File: src/rtl/uart_bus_loader_pkg.sv
// Shared constants and state encodings for the UART-driven bus loader.
package uart_bus_loader_pkg;

    localparam logic [7:0] CmdWrite = 8'h57;
    localparam logic [7:0] CmdGo    = 8'h47;
    localparam logic [7:0] CmdHalt  = 8'h48;

    typedef enum logic [2:0] {IDLE, ADDR, DATA, BUS_REQ, BUS_WAIT} parse_state_e;
    typedef enum logic [1:0] {RX_IDLE, RX_START, RX_DATA, RX_STOP} rx_state_e;

endpackage

File: src/rtl/uart_bus_loader_uart_rx.sv
// 8N1 UART receiver: input synchroniser, mid-bit sampling, byte and framing-error strobes.
module uart_rx
    import uart_bus_loader_pkg::*;
#(
    parameter int ClksPerBit = 434
) (
    input  logic       clk_sys_i,
    input  logic       rst_sys_ni,
    input  logic       rx_i,
    output logic       rx_valid_o,
    output logic [7:0] rx_data_o,
    output logic       rx_frame_err_o
);
    localparam int CntW = $clog2(ClksPerBit + 1);
    localparam logic [CntW-1:0] HalfBit = CntW'(ClksPerBit / 2 - 1);
    localparam logic [CntW-1:0] FullBit = CntW'(ClksPerBit - 1);

    rx_state_e       state_r, state_s;
    logic [CntW-1:0] cnt_r, cnt_s;
    logic [2:0]      bit_r, bit_s;
    logic [7:0]      shift_r, shift_s;
    logic            meta_r, sync_r, prev_r;
    logic            valid_r, valid_s, ferr_r, ferr_s;

    // Synchroniser, edge history and receiver state registers
    always_ff @(posedge clk_sys_i or negedge rst_sys_ni) begin
        if (!rst_sys_ni) begin
            meta_r  <= 1'b1;
            sync_r  <= 1'b1;
            prev_r  <= 1'b1;
            state_r <= RX_IDLE;
            cnt_r   <= '0;
            bit_r   <= 3'd0;
            shift_r <= 8'h00;
            valid_r <= 1'b0;
            ferr_r  <= 1'b0;
        end else begin
            meta_r  <= rx_i;
            sync_r  <= meta_r;
            prev_r  <= sync_r;
            state_r <= state_s;
            cnt_r   <= cnt_s;
            bit_r   <= bit_s;
            shift_r <= shift_s;
            valid_r <= valid_s;
            ferr_r  <= ferr_s;
        end
    end

    // Bit timing and frame decode
    always_comb begin
        state_s = state_r;
        cnt_s   = cnt_r + CntW'(1);
        bit_s   = bit_r;
        shift_s = shift_r;
        valid_s = 1'b0;
        ferr_s  = 1'b0;
        case (state_r)
            RX_IDLE: begin
                cnt_s = '0;
                if (prev_r && !sync_r) state_s = RX_START;
                else                   state_s = RX_IDLE;
            end
            RX_START: begin
                if (cnt_r == HalfBit) begin
                    cnt_s   = '0;
                    bit_s   = 3'd0;
                    // a high line mid start bit was only a glitch
                    state_s = sync_r ? RX_IDLE : RX_DATA;
                end else begin
                    state_s = RX_START;
                end
            end
            RX_DATA: begin
                if (cnt_r == FullBit) begin
                    cnt_s   = '0;
                    shift_s = {sync_r, shift_r[7:1]};
                    bit_s   = bit_r + 3'd1;
                    if (bit_r == 3'd7) state_s = RX_STOP;
                    else               state_s = RX_DATA;
                end else begin
                    state_s = RX_DATA;
                end
            end
            RX_STOP: begin
                if (cnt_r == FullBit) begin
                    cnt_s   = '0;
                    valid_s = sync_r;
                    ferr_s  = !sync_r;
                    state_s = RX_IDLE;
                end else begin
                    state_s = RX_STOP;
                end
            end
            default: begin
                cnt_s   = '0;
                state_s = RX_IDLE;
            end
        endcase
    end

    assign rx_valid_o     = valid_r;
    assign rx_data_o      = shift_r;
    assign rx_frame_err_o = ferr_r;

endmodule

File: src/rtl/uart_bus_loader.sv
// UART command parser driving single-word bus writes and the core hold line.
module uart_bus_loader
    import uart_bus_loader_pkg::*;
#(
    parameter int   ClockFrequency = 50_000_000,
    parameter int   BaudRate       = 115_200,
    parameter int   TimeoutCycles  = 1_000_000,
    parameter logic HoldAtReset    = 1'b1
) (
    input  logic        clk_sys_i,
    input  logic        rst_sys_ni,
    input  logic        uart_rx_i,
    output logic        host_req_o,
    input  logic        host_gnt_i,
    output logic [31:0] host_addr_o,
    output logic        host_we_o,
    output logic [3:0]  host_be_o,
    output logic [31:0] host_wdata_o,
    input  logic        host_rvalid_i,
    input  logic        host_err_i,
    output logic        core_hold_o,
    output logic        err_o
);
    localparam int ClksPerBit = ClockFrequency / BaudRate;
    localparam int TmoW       = $clog2(TimeoutCycles + 1);
    localparam logic [TmoW-1:0] TmoMax = TmoW'(TimeoutCycles);

    parse_state_e    state_r, state_s;
    logic [1:0]      byte_cnt_r, byte_cnt_s;
    logic [31:0]     addr_r, addr_s, wdata_r, wdata_s;
    logic [TmoW-1:0] tmo_r, tmo_s;
    logic            req_r, req_s, hold_r, hold_s, err_r, err_s;
    logic            rx_valid_s, rx_ferr_s, collecting_s;
    logic [7:0]      rx_data_s;

    uart_rx #(.ClksPerBit(ClksPerBit)) u_rx (
        .clk_sys_i     (clk_sys_i),
        .rst_sys_ni    (rst_sys_ni),
        .rx_i          (uart_rx_i),
        .rx_valid_o    (rx_valid_s),
        .rx_data_o     (rx_data_s),
        .rx_frame_err_o(rx_ferr_s)
    );

    // Parser, payload, timeout and bus-host registers
    always_ff @(posedge clk_sys_i or negedge rst_sys_ni) begin
        if (!rst_sys_ni) begin
            state_r    <= IDLE;
            byte_cnt_r <= 2'd0;
            addr_r     <= 32'h0000_0000;
            wdata_r    <= 32'h0000_0000;
            tmo_r      <= '0;
            req_r      <= 1'b0;
            hold_r     <= HoldAtReset;
            err_r      <= 1'b0;
        end else begin
            state_r    <= state_s;
            byte_cnt_r <= byte_cnt_s;
            addr_r     <= addr_s;
            wdata_r    <= wdata_s;
            tmo_r      <= tmo_s;
            req_r      <= req_s;
            hold_r     <= hold_s;
            err_r      <= err_s;
        end
    end

    // Command decode, payload assembly and bus handshake
    always_comb begin
        state_s      = state_r;
        byte_cnt_s   = byte_cnt_r;
        addr_s       = addr_r;
        wdata_s      = wdata_r;
        req_s        = req_r;
        hold_s       = hold_r;
        err_s        = err_r;
        collecting_s = (state_r == ADDR) || (state_r == DATA);
        if (!collecting_s || rx_valid_s) tmo_s = '0;
        else if (tmo_r == TmoMax)        tmo_s = tmo_r;
        else                             tmo_s = tmo_r + TmoW'(1);
        case (state_r)
            IDLE: begin
                if (rx_valid_s) begin
                    if (rx_data_s == CmdWrite) begin
                        state_s    = ADDR;
                        byte_cnt_s = 2'd0;
                    end else if (rx_data_s == CmdGo) begin
                        hold_s = 1'b0;
                    end else if (rx_data_s == CmdHalt) begin
                        hold_s = 1'b1;
                    end else begin
                        hold_s = hold_r;
                    end
                end else if (rx_ferr_s) begin
                    err_s = 1'b1;
                end else begin
                    state_s = IDLE;
                end
            end
            ADDR, DATA: begin
                if (rx_valid_s) begin
                    byte_cnt_s = byte_cnt_r + 2'd1;
                    // little-endian: first byte ends up in bits [7:0]
                    if (state_r == ADDR) addr_s  = {rx_data_s, addr_r[31:8]};
                    else                 wdata_s = {rx_data_s, wdata_r[31:8]};
                    if (byte_cnt_r == 2'd3) begin
                        state_s = (state_r == ADDR) ? DATA : BUS_REQ;
                        req_s   = (state_r == DATA);
                    end else begin
                        state_s = state_r;
                    end
                end else if (rx_ferr_s || (tmo_r == TmoMax)) begin
                    err_s   = 1'b1;
                    state_s = IDLE;
                end else begin
                    state_s = state_r;
                end
            end
            BUS_REQ: begin
                if (host_gnt_i) begin
                    req_s   = 1'b0;
                    state_s = BUS_WAIT;
                end else begin
                    req_s = 1'b1;
                end
                if (rx_valid_s || rx_ferr_s) err_s = 1'b1;
                else                         err_s = err_r;
            end
            BUS_WAIT: begin
                if (host_rvalid_i) begin
                    state_s = IDLE;
                    if (host_err_i) err_s = 1'b1;
                    else            err_s = err_r;
                end else begin
                    state_s = BUS_WAIT;
                end
                if (rx_valid_s || rx_ferr_s) err_s = 1'b1;
                else                         err_s = err_s;
            end
            default: begin
                state_s = IDLE;
                req_s   = 1'b0;
            end
        endcase
    end

    assign host_req_o   = req_r;
    assign host_addr_o  = addr_r & 32'hFFFF_FFFC;
    assign host_wdata_o = wdata_r;
    assign host_we_o    = 1'b1;
    assign host_be_o    = 4'hF;
    assign core_hold_o  = hold_r;
    assign err_o        = err_r;

endmodule

File: config.mk
export PLATFORM = sky130hd
export DESIGN_NAME = uart_bus_loader
export DESIGN_NICKNAME = d
export VERILOG_FILES = /design/src/rtl/uart_bus_loader_pkg.sv /design/src/rtl/uart_bus_loader_uart_rx.sv /design/src/rtl/uart_bus_loader.sv
export SDC_FILE = /design/constraint.sdc
export NUM_CORES = 1
export LEC_CHECK = 0
export ABC_AREA = 1
export ABC_CLOCK_PERIOD_IN_PS = 2450
export BUFFER_PORTS_ARGS = -buffer_cell sky130_fd_sc_hd__buf_2
export CORE_ASPECT_RATIO = 0.7
export CORE_UTILIZATION = 30
export DETAILED_ROUTE_END_ITERATION = 6
export PLACE_DENSITY = 0.51
export RECOVER_POWER = 25
export SLEW_MARGIN = 20
export SYNTH_ARGS = -nofsm -noshare
export SYNTH_HDL_FRONTEND = slang
export SYNTH_SLANG_ARGS = --single-unit
File: constraint.sdc
create_clock -name clk_sys_i -period 2.45 [get_ports clk_sys_i]
set_input_delay 0.1225 -clock clk_sys_i [delete_from_list [all_inputs] [get_ports clk_sys_i]]
set_output_delay 0.1225 -clock clk_sys_i [all_outputs]
set_load 0.01 [all_outputs]
# After elaboration in Yosys (flattened, before gate mapping)
# Index checks and enable logic that the tools add are counted.
# Widths: inputs -> output; s select.
totals:
  inputBits: 6
  regBits: 119
  wordCells: 131
  out_inout_bits: 72
classes:
  eq_ne: 34
  n_mux: 48
  bitwise: 3
  n_reduce_logical: 25
  addsub: 4
ops:
  columns: ["op", "n"]
  rows:
  - ["$mux 20", 2]
  - ["$mux 3", 10]
  - ["$pmux 9 s3", 1]
  - ["$eq 8x7->1 const B", 3]
  - ["$mux 1", 21]
  - ["$add 20x1->20 const B", 1]
  - ["$eq 20x20->1 const B", 1]
  - ["$mux 9", 2]
  - ["$ne 2x2->1 const B", 8]
  - ["$mux 2", 6]
  - ["$ne 3x3->1 const B", 4]
  - ["$pmux 3 s4", 1]
  - ["$reduce_and 3->1", 4]
  - ["$ne 2x1->1 const B", 5]
  - ["$add 9x1->9 const B", 1]
  - ["$eq 9x8->1 const B", 1]
  - ["$eq 9x9->1 const B", 1]
  - ["$pmux 2 s4", 1]
  - ["$reduce_and 4->1", 2]
  - ["$reduce_and 8->1", 1]
  - ["$eq 2x2->1 const B", 3]
  - ["$eq 3x2->1 const B", 2]
  - ["$eq 3x3->1 const B", 2]
  - ["$ne 3x2->1 const B", 2]
  - ["other kinds (19)", 29]

# Longest topological paths before layout
# Gate-level depths: netlist of run 1.
logic_depth:
  depth_word: 5
  ltp_mapped: 10
  mapped_depth_nobuf: 10

# Modules after synthesis
# From an unflattened synthesis of run 1, not the netlist that was laid out.
unflattened:
  hier_cells: 621
  area_unflattened_um2: 5400.2
by_module_without_submodules:
  columns: ["mod", "instances", "area_per_inst_um2", "cells_each"]
  rows:
  - ["uart_bus_loader", 1, 4110.2, 474]
  - ["uart_rx", 1, 1290.0, 147]

# Least setup slack after synthesis of run 1
# OpenSTA, ideal clock, no wires.
synth_path:
  path_kind: "flip-flop to flip-flop"
  start: "register u_rx.cnt_r[0]"
  end: "register u_rx.cnt_r[0]"
  synth_period_minus_slack_ns: 1.457
  setup_slack_ns: 0.993
  path_stages_with_launch: 10
  arrival_time_ns: 1.337
  required_ns: 2.330
  n_path_buf: 0
  cell_sequence: "dfrtp_1 -> inv_1 -> ha_1 -> nand2_1 -> nor3b_1 -> nand2_1 -> nand2_1 -> nand3_1 -> nand2_2 -> nor2_1"
synth_via:
  elab_chain_cells: 3
  elab_cells_between_ends: 6
  classes_between: "add/sub (1); eq/ne (2); mux (3)"
synth_lines:
  columns: ["item", "line", "text"]
  rows:
  - ["start, declared", "uart_bus_loader_uart_rx.sv:19", "logic [CntW-1:0] cnt_r, cnt_s;"]
  - ["start signal, assigned", "uart_bus_loader_uart_rx.sv:42", "cnt_r <= cnt_s;"]
  - ["$add 9x1->9 (tied with other cells)", "uart_bus_loader_uart_rx.sv:53", "cnt_s = cnt_r + CntW'(1);"]
  - ["$mux 9 (on tied branches)", "uart_bus_loader_uart_rx.sv:75, uart_bus_loader_uart_rx.sv:86, uart_bus_loader_uart_rx.sv:65", null]
  - ["$pmux 9 s3 (*)", "uart_bus_loader_uart_rx.sv:58", "case (state_r)"]
  - ["named net u_rx.cnt_s[0]", "uart_bus_loader_uart_rx.sv:19", null]
# Mark *: on every way through the listed nets, which the timed path passes. The rest lies on a longest branch.
# A chain may end at the register's enable or synchronous reset.

# Final worst setup path of run 1
layout_path:
  start: "register state_r[2]"
  end: "register addr_r[18]"
layout_via:
  elab_chain_cells: 3
  elab_cells_between_ends: 4
  classes_between: "eq/ne (2); reduce/logical (2)"
layout_lines:
  columns: ["item", "line", "text"]
  rows:
  - ["start, declared", "uart_bus_loader.sv:28", "parse_state_e state_r, state_s;"]
  - ["start signal, assigned", "uart_bus_loader.sv:57", "state_r <= state_s;"]
  - ["$eq 3x1->1 or $eq 3x2->1 (tied branches)", "uart_bus_loader.sv:81, uart_bus_loader.sv:104", null]
  - ["$reduce_or 2->1", "uart_bus_loader.sv:81", "case (state_r)"]
  - ["$reduce_and 3->1 (no source line) (*)", null, null]
  - ["end signal, assigned", "uart_bus_loader.sv:59", "addr_r <= addr_s;"]
  - ["end, declared", "uart_bus_loader.sv:30", "logic [31:0] addr_r, addr_s, wdata_r, wdata_s;"]
# Mark *: on every way between the ends. The rest lies on a longest branch, timed or not.

==> impl_metrics.toml, run 1 <==
[sta]
tightest_slew_ps = 1090
clock_skew_ps = 7.64
fmax_mhz = 564
slew_headroom_pct = 27.1
period_minus_slack_ps = 1770
drv_slew = 0
finalCritPeriodShare_pct = 72.4
hold_violations = 0
timing.setup.tns_ps = 0
setup_violations = 0
rsz0062_at_grt = "no"

[synth]
seq_area_frac_synth_pct = 54.5
synth_flop_cell = "dfrtp_1"
postSynthCellCount = 595
ys_types = 39
yosys_warnings = 0
avgSynthCellArea_sq_um = 9.04
ys_async_sr_fraction_pct = 100
synth.ff_latch_count = 117
synth_edf_count = 0
synth_area_sq_mm = 0.00538

[outcome]
run_status = "finished clean"

[routing]
ant_nets = 0
drt-wirelength-per-cell_um = 12.1
vias = 4057
drt-total-wl_um = 11200
viasPerCell = 4.41
drt_iter0_markers = 296
drc = 0
drt_pass1_iterations = 5

[min_path]
holdCritPathClass = "in -> reg"

[global_routing]
grt_start_max_net_pins = 61
overflow = 0
grt_pass1_vias = 3764
grt_pass1_wl_um = 18600
antenna_found_initial = 0
grt_use_total_pct = 12.9

[pwr]
cellPowerDensity_mw_per_mm2 = 699
p_leak_nw = 3.15
power_mw = 4.57
ir_drop_v = 0.000293

[cells_and_area]
fillerInstances = 1790
final_cell_area_sq_mm = 0.00654
nNetsFinal = 693
final_common_cell = "nand2_1"
layout_common_cells = "119 x nand2_1, 113 x dfrtp_1, 73 x nor2_1"
diodes = 0
drive_gt1_share_pct = 20.3
area_growth_pct = 21.5

[clock_network]
cts_root_buffer = "clkbuf_16"
cts.repair.resized = 0
clk_pin_slew_ps = 50
numCtsBuffers = 17
insertion_delay_ps = 420
cts_buffer_depth = 2
cts_tree = "built"
ctsHtreeMaxLevel = 4
clkSinkCount = 117

[floorplanning]
die_width_um = 162
dieHeight_um = 114
die-area_sq_mm = 0.0185
initial_utilization_pct = 31.0
core_area_sq_mm = 0.0174
ioPinCount = 78
row_count = 40

[placement]
placed_area_sq_mm = 0.00591
globalplace.congestion = 0.815
dpl.hpwl_um = 8050
io_buffers = 70

[critical_path]
critPathLaunchType = "register"
arrival_ps = 2050
cp-end-kind = "register"
crit_type = "reg -> reg"
cp.required_ps = 2730
path_max_fanout = 60

[flow_run]
max_cap_viol_count = 0
## layout make-up
type                            instances  area [sq um]  share of cell area, %
Clock buffer                           23           488                   7.46
Clock inverter                          9           124                   1.89
Inverter                               75           282                   4.31
Multi-Input combinational cell        386          1990                   30.4
Sequential cell                       117          2930                   44.9
Tap cell                              231           289                   4.42
Timing Repair Buffer                   78           432                   6.60
## path summary, 6_finish.rpt
check	from	to	slack, ps	cells after the start
worst max-delay path	state_r[2]$_DFFE_PN0P_	addr_r[18]$_DFFE_PN0P_	680	6
worst min-delay path	host_rvalid_i	state_r[2]$_DFFE_PN0P_	60	4
worst max register to register	state_r[2]$_DFFE_PN0P_	addr_r[18]$_DFFE_PN0P_	680	6
worst min register to register	u_rx.meta_r$_DFF_PN1_	u_rx.sync_r$_DFF_PN1_	360	0
max in group asynchronous	rst_sys_ni	core_hold_o$_DFFE_PN1P_	1070	3
min in group asynchronous	rst_sys_ni	addr_r[21]$_DFFE_PN0P_	470	2
## repair_timing
item,CTS,global route
setup endpoints to repair,0,0
hold buffers,3,0
buffers inserted,0,0
endpoints found under the hold margin,40,0
## power by group
group	internal [mW]	switching, mW
combinational	0.0173	0.0601
sequential	1.94	0.00386
clock	1.70	0.848
## synth_stat cells, types with 2 or more instances
master / number / share of area, %
a21oi_2: 8 / 1.3
nor3b_1: 3 / 0.42
nand3_1: 23 / 2.1
dfrtp_1: 113 / 53
o21ai_1: 13 / 1.2
inv_1: 72 / 5.0
xor2_1: 5 / 0.81
a21oi_1: 26 / 2.4
nor4_1: 2 / 0.23
nor2_1: 73 / 5.1
nand2_2: 2 / 0.23
xnor2_1: 4 / 0.65
mux2_2: 8 / 1.7
nand4_1: 10 / 1.2
inv_2: 3 / 0.21
o21ai_2: 9 / 1.5
nand2_1: 120 / 8.4
nor2_2: 4 / 0.47
clkbuf_8: 2 / 0.51
dfstp_2: 4 / 2.0
ha_1: 12 / 2.8
buf_6: 4 / 0.84
nor3_1: 12 / 1.1
conb_1: 2 / 0.14
buf_2: 5 / 0.47
o21ai_0: 36 / 3.3
buf_4: 8 / 1.1
## sequential cells by signal, summed over array words and instances (netlist names), 2 cells and up
signal,count
host_wdata_o,32
addr_r,30
tmo_r,20
u_rx.cnt_r,9
u_rx.rx_data_o,8
state_r,3
u_rx.bit_r,3
byte_cnt_r,2
u_rx.state_r,2
## metal layers
metal / routed length [um] / part of all wire (%) / vias up / track usage (%)
met3: 528 / 4.7 / 14 / 4.11
met1: 5810 / 52 / 1905 / 18.5
met2: 4660 / 42 / 87 / 18.0
li1: - / - / 2051 / -
met5: 0 / 0 / - / 0
met4: 155 / 1.4 / 0 / 4.78
## per-stage QoR
step | util [%] | hold WS (ps) | cells | setup WS [ps]
4_1_cts | 37.7 | 45.8 | 919 | 687
2_1_floorplan | - | -173 | 600 | 993
6_report | 37.6 | 63.8 | 919 | 676
3_5_place_dp | 34.0 | 166 | 884 | 690
5_1_grt | 37.6 | 82.2 | 919 | 504
3_3_place_gp | 34.0 | 162 | 884 | 730
## worst max-delay path: stages (launching register included)
cell     delay [ps]
dfrtp_1         400
inv_2           110
nand2_2          70
or3b_2          440
buf_4           330
nor2_1          210
a21oi_2          40
## cells by family (layout without fill, tap and decap cells)
logic type	after synthesis	after routing	synth area share (%)
AOI/OAI and AO/OA	95	95	10.2
xor gates and xnor gates	9	9	1.47
adders and majority gates	12	12	2.79
buffers and inverters	97	185	8.88
DFF	117	117	54.5
muxes	8	8	1.67
other	2	7	0.140
and+or+nand+nor	255	255	20.3
No activity file was read; power rests on OpenSTA's default activity.
==> run 2: changes to the inputs <==
--- a/config.mk
+++ b/config.mk
@@ -6,12 +6,12 @@
 export NUM_CORES = 1
 export LEC_CHECK = 0
 export ABC_AREA = 1
-export ABC_CLOCK_PERIOD_IN_PS = 2450
+export ABC_CLOCK_PERIOD_IN_PS = 1550
 export BUFFER_PORTS_ARGS = -buffer_cell sky130_fd_sc_hd__buf_2
 export CORE_ASPECT_RATIO = 0.7
 export CORE_UTILIZATION = 30
 export DETAILED_ROUTE_END_ITERATION = 6
-export PLACE_DENSITY = 0.51
+export PLACE_DENSITY = 0.53
 export RECOVER_POWER = 25
 export SLEW_MARGIN = 20
 export SYNTH_ARGS = -nofsm -noshare
==> constraint.sdc (replaced) <==
create_clock -name clk_sys_i -period 1.55 [get_ports clk_sys_i]
set_input_delay 0.0775 -clock clk_sys_i [delete_from_list [all_inputs] [get_ports clk_sys_i]]
set_output_delay 0.0775 -clock clk_sys_i [all_outputs]
set_load 0.01 [all_outputs]
==> impl_metrics.toml, run 2 (synthesis gave the netlist of run 1 again) <==
[cells_and_area]
layout_common_cells = "111 x dfrtp_1, 107 x nand2_1, 69 x buf_2"
final_common_cell = "dfrtp_1"
area_growth_pct = 35.0
diodes = 0
fillerInstances = 1677
nNetsFinal = 743
final_cell_area_sq_mm = 0.00727
drive_gt1_share_pct = 34.1
largest_register_ffs = 32

[outcome]
run_status = "finished with violations"
violations = "setup timing"

[global_routing]
grt_pass1_wl_um = 19900
grt_start_max_net_pins = 57
use_met2_pct = 20.6
grt_pass1_vias = 4125
met1_usage_pct = 19.2
busiest_layer = "met2"
overflow = 0
use_met3_pct = 3.27
grt_use_total_pct = 13.8
antenna_found_initial = 0

[placement]
place_ws_ps = -58.9
dpl.hpwl_um = 8310
globalplace.congestion = 0.825
io_buffers = 70
placed_area_sq_mm = 0.00625

[critical_path]
path_buf_inv = 2
path_max_fanout = 16
critPathLaunchType = "register"
arrival_ps = 1900
startpoint = "u_rx.cnt_r[0]$_DFF_PN0_"
crit_chain = "buf_6 -> ha_4 -> nand2_2 -> nor3_2 -> nand2_2 -> nor2_4 -> buf_12 -> nand2_1 -> o21ai_1"
crit_top_cell = "nand2_2"
r2r_start = "u_rx.cnt_r[0]$_DFF_PN0_"
cp-end-kind = "register"
cp.required_ps = 1890
crit_type = "reg -> reg"
cpLargestDelayFamily = "simple AND/OR/NAND/NOR gates"
max_stage_delay_ps = 410
crit_slowest_cell = "dfrtp_1"

[clock_network]
ctsHtreeMaxLevel = 4
clk_pin_slew_ps = 60
insertion_delay_ps = 420
cts_root_buffer = "clkbuf_16"
numCtsBuffers = 17
cts_tree = "built"
clkSinkCount = 117
cts_buffer_depth = 2

[sta]
slew_headroom_pct = 43.6
fin_ws_ps = -12.0
holdWs_ps = 87.1
rsz0062_at_grt = "yes"
hold_violations = 0
finalCritPeriodShare_pct = 101
clock_skew_ps = 9.34
drv_slew = 0
setup_violations = 6
timing.setup.tns_ps = -35.6
tightest_slew_ps = 846
fmax_mhz = 640
period_minus_slack_ps = 1560

[routing]
drt_pass1_iterations = 6
drt-wirelength-per-cell_um = 12.7
drt_iter0_markers = 246
ant_nets = 0
viasPerCell = 4.47
drc = 0
drt-total-wl_um = 12300
vias = 4330

[floorplanning]
ioPinCount = 78
core_area_sq_mm = 0.0174
initial_utilization_pct = 31.0
die-area_sq_mm = 0.0185
row_count = 40
dieHeight_um = 114
die_width_um = 162

[min_path]
holdCritPathClass = "in -> reg"
min-delay-start = "host_rvalid_i"

[pwr]
cellPowerDensity_mw_per_mm2 = 1020
power_mw = 7.43
p_leak_nw = 3.52
ir_drop_v = 0.000571

[flow_run]
max_cap_viol_count = 0
## run 2: changes by cell type in the layout (fill, tap and decap cells not counted), moves of 11 or more
| cell | previous run | this run |
|---|---|---|
| nand3_1 | 23 | 10 |
| nand2_1 | 119 | 107 |
| nand2_2 | 3 | 14 |
| buf_4 | 3 | 44 |
## run 2: per-layer routing
metal	wire length [um]	share of wire [%]	vias to the layer above
li1	-	-	2165
met1	6210	51	2068
met2	5450	44	81
met3	435	3.5	16
met4	183	1.5	0
met5	0	0	-
## run 2: worst paths after layout
path                                            endpoint  slack (ps)  cells past startpoint
max in group asynchronous   host_wdata_o[20]$_DFFE_PN0P_         490                      3
min in group asynchronous      u_rx.state_r[1]$_DFF_PN0_         300                      2
setup / recovery           u_rx.rx_data_o[7]$_DFFE_PN0P_         -10                      9
hold reg to reg                    u_rx.sync_r$_DFF_PN1_         360                      0
setup reg to reg           u_rx.rx_data_o[7]$_DFFE_PN0P_         -10                      9
hold / removal                    state_r[2]$_DFFE_PN0P_          90                      5
## run 2: power by group
group | internal, mW | total, mW | switching [mW]
logic | 0.0460 | 0.156 | 0.110
clock network | 2.71 | 4.20 | 1.49
registers | 3.07 | 3.07 | 0.00631
## run 2: cell type report
type	count	area (sq um)	area share [%]
multi-input combinational	387	2240	30.9
sequential	117	2940	40.4
clock buffer	18	429	5.91
clock inverter	14	201	2.77
inverter	75	284	3.91
timing repair buffer	127	883	12.2
tap	231	289	3.98
## run 2: timing repair
| item | in CTS | in global routing |
|---|---|---|
| endpoints found under the hold margin | 64 | 0 |
| hold buffers | 3 | 0 |
| gates cloned | 2 | 0 |
| pin swaps | 3 | 28 |
| setup buffers | 1 | 6 |
| gates resized for setup | 13 | 68 |
| setup endpoints to repair | 25 | 71 |
## run 2: worst min-delay path, cell delays in order
cell and delay (ps):
buf_2 90, o21ai_1 80, buf_4 130, inv_1 40
nor2_1 40
## run 2: stage by stage
| stage | instances | util (%) |
|---|---|---|
| floorplan | 600 | - |
| global placement | 925 | 36.0 |
| detailed placement | 925 | 36.0 |
| CTS | 963 | 40.4 |
| global route | 969 | 41.8 |
| finish | 969 | 41.8 |
